**src/rtl/life_support_ctrl.sv**
```systemverilog
// Multi-deck life-support and hull controller: shared power, shield and cabin temperature,
// per-deck O2, ship-state FSM and a latched loss-of-crew flag after a persistent hazard.
module life_support_ctrl #(
  parameter int unsigned W          = 32,
  parameter int unsigned DECKS      = 4,
  parameter int unsigned SHIELD_MAX = 200,
  parameter int unsigned TEMP_LIMIT = 100,
  parameter int unsigned ATK_DMG    = 5,
  parameter int unsigned GRACE      = 8
) (
  input  logic               clk,
  input  logic               rst,
  input  logic               load,
  input  logic [W-1:0]       pwr_in,
  input  logic [W-1:0]       shield_in,
  input  logic [W-1:0]       temp_in,
  input  logic [DECKS*W-1:0] o2_in,
  input  logic               chrg,
  input  logic [DECKS-1:0]   o2sup,
  input  logic               atk,
  input  logic [3:0]         mode,
  output logic [W-1:0]       outpower,
  output logic [W-1:0]       outshield,
  output logic [W-1:0]       outtemp,
  output logic [DECKS*W-1:0] outo2,
  output logic [1:0]         state,
  output logic [DECKS-1:0]   warn,
  output logic               fatal
);

  typedef enum logic [1:0] {
    StNormal   = 2'b00,
    StDefense  = 2'b01,
    StStealth  = 2'b10,
    StCritical = 2'b11
  } state_e;

  localparam int unsigned CW = $clog2(GRACE + 1);
  localparam logic [W-1:0]  ShieldMax = W'(SHIELD_MAX);
  localparam logic [W-1:0]  TempLimit = W'(TEMP_LIMIT);
  localparam logic [W-1:0]  AtkDmg    = W'(ATK_DMG);
  localparam logic [CW-1:0] GraceMax  = CW'(GRACE);
  localparam logic [CW-1:0] GraceLast = CW'(GRACE - 1);

  state_e        state_q, state_d;
  logic [W-1:0]  power_q, power_d;
  logic [W-1:0]  shield_q, shield_d;
  logic [W-1:0]  temp_q, temp_d;
  logic [W-1:0]  o2_q [DECKS];
  logic [W-1:0]  o2_d [DECKS];
  logic [CW-1:0] hcnt_q, hcnt_d;
  logic          fatal_q, fatal_d;
  logic          armed_q, armed_d;

  logic hot;
  logic any_o2_zero;
  logic hazard;

  always_comb begin
    hot         = temp_q >= TempLimit;
    any_o2_zero = 1'b0;
    for (int i = 0; i < DECKS; i++) begin
      any_o2_zero = any_o2_zero | (o2_q[i] == '0);
    end
    hazard = armed_q & (hot | any_o2_zero | (shield_q == '0));
  end

  always_comb begin
    state_d  = state_q;
    power_d  = power_q;
    shield_d = shield_q;
    temp_d   = temp_q;
    o2_d     = o2_q;
    hcnt_d   = hcnt_q;
    fatal_d  = fatal_q;
    armed_d  = armed_q;

    if (load) begin
      power_d  = pwr_in;
      shield_d = shield_in;
      temp_d   = temp_in;
      for (int i = 0; i < DECKS; i++) begin
        o2_d[i] = o2_in[i*W +: W];
      end
      armed_d = 1'b1;
      hcnt_d  = '0;
      state_d = StNormal;
    end else begin
      // CRITICAL ignores mode; it drops out as soon as the hazard is gone.
      if (hazard) begin
        state_d = StCritical;
      end else if (power_q == '0) begin
        state_d = StNormal;
      end else if (mode == 4'b0100) begin
        state_d = StDefense;
      end else if (mode == 4'b1000) begin
        state_d = StStealth;
      end else begin
        state_d = StNormal;
      end

      if (chrg) begin
        power_d = pwr_in;
      end else if (state_q == StDefense) begin
        power_d = (power_q >= W'(2)) ? power_q - W'(2) : '0;
      end else begin
        power_d = (power_q != '0) ? power_q - W'(1) : '0;
      end

      if (atk) begin
        shield_d = (shield_q >= AtkDmg) ? shield_q - AtkDmg : '0;
      end else if ((state_q == StDefense) && (shield_q < ShieldMax)) begin
        shield_d = shield_q + W'(1);
      end

      if (state_q == StStealth) begin
        temp_d = (temp_q == '1) ? temp_q : temp_q + W'(1);
      end else if ((power_q != '0) && (temp_q != '0)) begin
        temp_d = temp_q - W'(1);
      end

      for (int i = 0; i < DECKS; i++) begin
        if (o2sup[i]) begin
          o2_d[i] = o2_in[i*W +: W];
        end else begin
          o2_d[i] = (o2_q[i] != '0) ? o2_q[i] - W'(1) : '0;
        end
      end

      if (hazard) begin
        if (hcnt_q >= GraceLast) begin
          hcnt_d  = GraceMax;
          fatal_d = 1'b1;
        end else begin
          hcnt_d = hcnt_q + CW'(1);
        end
      end else begin
        hcnt_d = '0;
      end
    end
  end

  always_ff @(posedge clk) begin
    if (!rst) begin
      state_q  <= StNormal;
      power_q  <= '0;
      shield_q <= '0;
      temp_q   <= '0;
      o2_q     <= '{default: '0};
      hcnt_q   <= '0;
      fatal_q  <= 1'b0;
      armed_q  <= 1'b0;
    end else begin
      state_q  <= state_d;
      power_q  <= power_d;
      shield_q <= shield_d;
      temp_q   <= temp_d;
      o2_q     <= o2_d;
      hcnt_q   <= hcnt_d;
      fatal_q  <= fatal_d;
      armed_q  <= armed_d;
    end
  end

  always_comb begin
    outpower  = power_q;
    outshield = shield_q;
    outtemp   = temp_q;
    state     = state_q;
    fatal     = fatal_q;
    for (int i = 0; i < DECKS; i++) begin
      outo2[i*W +: W] = o2_q[i];
      warn[i]         = armed_q & ((o2_q[i] == '0) | hot);
    end
  end

endmodule

```
**config.mk**
```make
export PLATFORM = sky130hd
export DESIGN_NAME = life_support_ctrl
export DESIGN_NICKNAME = d
export VERILOG_FILES = /design/src/rtl/life_support_ctrl.sv
export SDC_FILE = /design/constraint.sdc
export NUM_CORES = 1
export LEC_CHECK = 0
export CAP_MARGIN = 20
export CORE_ASPECT_RATIO = 0.8
export CORE_MARGIN = 8
export CORE_UTILIZATION = 40
export CTS_BUF_LIST = sky130_fd_sc_hd__clkbuf_8
export CTS_CLUSTER_SIZE = 20
export DETAILED_ROUTE_END_ITERATION = 8
export GPL_ROUTABILITY_DRIVEN = 1
export GPL_TIMING_DRIVEN = 0
export PLACE_DENSITY = 0.74
export SETUP_SLACK_MARGIN = 0.02
export SYNTH_ARGS = -nofsm -noshare
export SYNTH_HDL_FRONTEND = slang
export SYNTH_SLANG_ARGS = --single-unit
```
**constraint.sdc**
```tcl
create_clock -name clk -period 4.1 [get_ports clk]
set_input_delay 0.82 -clock clk [delete_from_list [all_inputs] [get_ports clk]]
set_output_delay 0.82 -clock clk [all_outputs]
set_load 0.05 [all_outputs]
```
==> metrics.cfg <==
[status]
outcome = complete, no violations

[logic_synthesis]
yosysTopAreaCell = dfxtp_1
syn_nets = 2236
ys_seq_area_share_pct = 30.7
yosys_warnings = 0
synth_top_family_by_area = simple AND/OR/NAND/NOR gates
synth_area_leaders = dfxtp_1 (31%), a21oi_1 (6.0%), nor2b_1 (4.6%)
ys_ff_latch = 232
netlist_area_mm2 = 0.0151
synthMuxAreaShare_pct = 1.07
synthXorXnorAreaFrac_pct = 8.16
synth_adder_area_share_pct = 4.02
yosysUniqueCellTypes = 86
synthCells = 1951
synth_commonest_cells = dfxtp_1 (232), a21oi_1 (180), nand2_1 (153)
ys.flop_type = dfxtp_1
synth_compound_area_share_pct = 23.7
yosysMostFrequentCell = dfxtp_1
synth_top_area_share_pct = 30.7
synth-simple-area-share_pct = 28.3
syn_area_per_cell_um2 = 7.76
synth_edf_count = 0
synthArstFlopShare_pct = 0

[sta]
clock.fmax_mhz = 252
clock_skew_ps = 33.2
rsz0062_at_grt = false
setup_viol = 0
hold_viol_final = 0
tightest_slew_ps = 1030
finalCriticalPeriod_ps = 3980
min_period_over_period_pct = 97.0
slew-limit-headroom_pct = 31.6
slew_violations = 0

[cts]
cts_hold_buf = 0
clkSinkCount = 232
h-tree-depth = 2
clock_latency_ps = 590
cts_buffer_depth = 3
clk_pin_slew_ps = 60
cts_buffers = 42
cts_tree = done
cts-root-buf = clkbuf_8

[min_path]
hold_path_end = hcnt_q[2]
hp-class = flop to flop
hp-start = hcnt_q[3]
worstHoldPathCells = 1

[layout]
drive_gt1_share_pct = 5.19
nNetsFinal = 2749
multi_input_area_mm2 = 0.00992
register_area_mm2 = 0.00464
final_util_pct = 57.2
final_cell_area_mm2 = 0.0213
syn2layout_area_growth_pct = 40.6
n_fill_cell = 3474
fin_cells = 2987

[setup_path]
cp.depth = 8
cp_cell_sequence = or4_4 -> or3_4 -> or4_1 -> or2_4 -> nor3_4 -> inv_2 -> a21boi_2 -> buf_6
cp_num_buf_inv = 2
worst_path_max_delay_cell = or4_4
crit_path_start_kind = flop
worstRegToRegCells = 13
end_kind = primary output
cpPeakStageDelay_ps = 580
crit_arrival_ps = 3160
path_class = flop to primary output
cpLargestDelayFamily = simple AND/OR/NAND/NOR gates
r2r_start = state[0]
crit_required_ps = 3280
cp_max_fo = 4
r2r-end = outtemp[25]
r2r_slack_ps = 430

[job]
maxCapViolations = 0

[pwr]
peakVddDrop_v = 0.000270
seq_power_share_pct = 33.8
power_leakage_nw = 7.96
power.density_mw_per_mm2 = 387
comb_power_share_pct = 40.5
internal_power_mw = 4.87
clkPwrFrac_pct = 25.6
p_switching_mw = 3.37
swShare_pct = 40.9

[global_route]
grt_pass1_wl_mm = 100
grt_pass1_vias = 16700
grt_usage_pct = 28.7
grt-ovfl-total = 0
grt_max_degree = 39
antenna_found_initial = 14

[floorplanning]
ios = 468
dieHeight_um = 190
core_region_area_mm2 = 0.0372
initial_utilization_pct = 40.7
die_area_mm2 = 0.0444
die_w_um = 233
fp-row-count = 63

[routing]
via_per_inst = 5.90
drc_errors = 0
first_iter_violations = 1781
drtPass1Iterations = 6
ant_nets = 0
drt-wirelength-per-cell_um = 22.6
totalWireLength_mm = 67.6
num_vias = 17600

[placement]
dp.cells = 2904
place_congestion = 0.966
dp_hpwl_mm = 52.0
portBuffers = 466
postPlaceCellArea_mm2 = 0.0204

-- sequential cells by signal (all words and copies together) (netlist names) --
register   flops
fatal          1
hcnt_q         4
outshield     32
outtemp       32
outpower      32
armed_q        1
state          2
outo2        128
-- final cells by class --
class	count	share of cell area, %
Clock buffer	50	3.23
Clock inverter	16	0.341
Tap cell	487	2.86
Timing Repair Buffer	469	22.0
Antenna cell	14	0.165
Buffer	118	2.37
Multi-Input combinational cell	1570	46.6
Sequential cell	232	21.8
Inverter	31	0.547
-- logic make-up (layout without fill, tap and decap cells) --
group / after synthesis / count (layout)
other: 0 / 14
buffers and inverters: 149 / 684
flip-flops: 232 / 232
multiplexers: 16 / 16
AO/OA/AOI/OAI: 563 / 563
XOR/XNOR: 141 / 141
AND/OR/NAND/NOR: 802 / 802
adder cells (fa/ha/maj): 48 / 48
-- worst max-delay path by stage --
stage	to	from	slack, ps
floorplan	warn[3]	outo2[101]	70
global placement	warn[3]	outo2[101]	-360
detailed placement	warn[3]	outo2[101]	-380
CTS	warn[2]	outo2[88]	20
global route	warn[2]	outo2[88]	20
finish	warn[2]	outo2[88]	120
-- through the flow --
step | hold WS (ps) | setup slack (ps) | power [mW] | setup TNS, ps
3_3_place_gp | 439 | -360 | 6.05 | -2950
5_1_grt | 485 | 19.2 | 8.64 | 0
4_1_cts | 455 | 22.3 | 8.22 | 0
3_5_place_dp | 445 | -381 | 6.09 | -3340
2_1_floorplan | 432 | 68.9 | 4.94 | 0
6_report | 464 | 125 | 8.24 | 0
-- what timing repair did --
action / 4_1_cts / 5_1_grt
pin swaps: 3 / 1
gates resized for setup: 27 / 10
endpoints found under the setup margin: 5 / 5
setup buffers: 3 / 0
-- metal layers --
layer,routed length [um],GRT usage [%]
met1,28600,37.8
met2,29600,44.1
met3,6730,7.22
met4,2610,12.3
met5,43,0
-- cell usage in the layout, fill, tap and decap left out, types with 7 or more instances in the layout --
cell	count
clkdlybuf4s50_1	462
dfxtp_1	232
a21oi_1	180
nand2_1	153
nor2_1	142
nor3_1	124
o21ai_0	122
nor2b_1	111
clkbuf_1	97
xnor2_1	77
xor2_1	64
nand3_1	59
clkbuf_8	51
ha_1	47
inv_1	42
nor4_1	40
a22oi_1	40
nand4_1	25
o211ai_1	23
or3_1	22
o31ai_1	22
and2_1	21
a21boi_0	20
a21o_1	18
a211oi_1	17
o211a_1	16
mux2i_1	15
diode_2	14
or4_1	14
a31oi_1	14
and3_1	13
buf_2	12
nand3b_1	12
o221ai_1	12
or2_2	11
a22o_1	9
nand2b_1	8
a311oi_1	8
a221oi_1	8
o21a_1	7
-- power by group through the flow --
stage | clock network [mW] | registers (mW) | logic, mW
after global placement | 0 | 2.81 | 3.24
final | 2.11 | 2.79 | 3.34
after floorplan | 0 | 3.40 | 1.54
after detailed placement | 0 | 2.82 | 3.27
after global routing | 2.25 | 2.81 | 3.58
after CTS | 2.15 | 2.77 | 3.30
-- worst register-to-register path, cell delays in order (launching register included) --
cell,delay [ps]
dfxtp_1,360
nand2b_1,150
clkbuf_4,470
ha_1,350
clkbuf_1,200
a21o_1,230
o21a_1,190
a211oi_2,450
o31ai_1,130
a21oi_1,350
o21ai_0,180
xor2_1,170
a221oi_1,270
nor2b_1,80
Power figures use the tool's default switching activity.
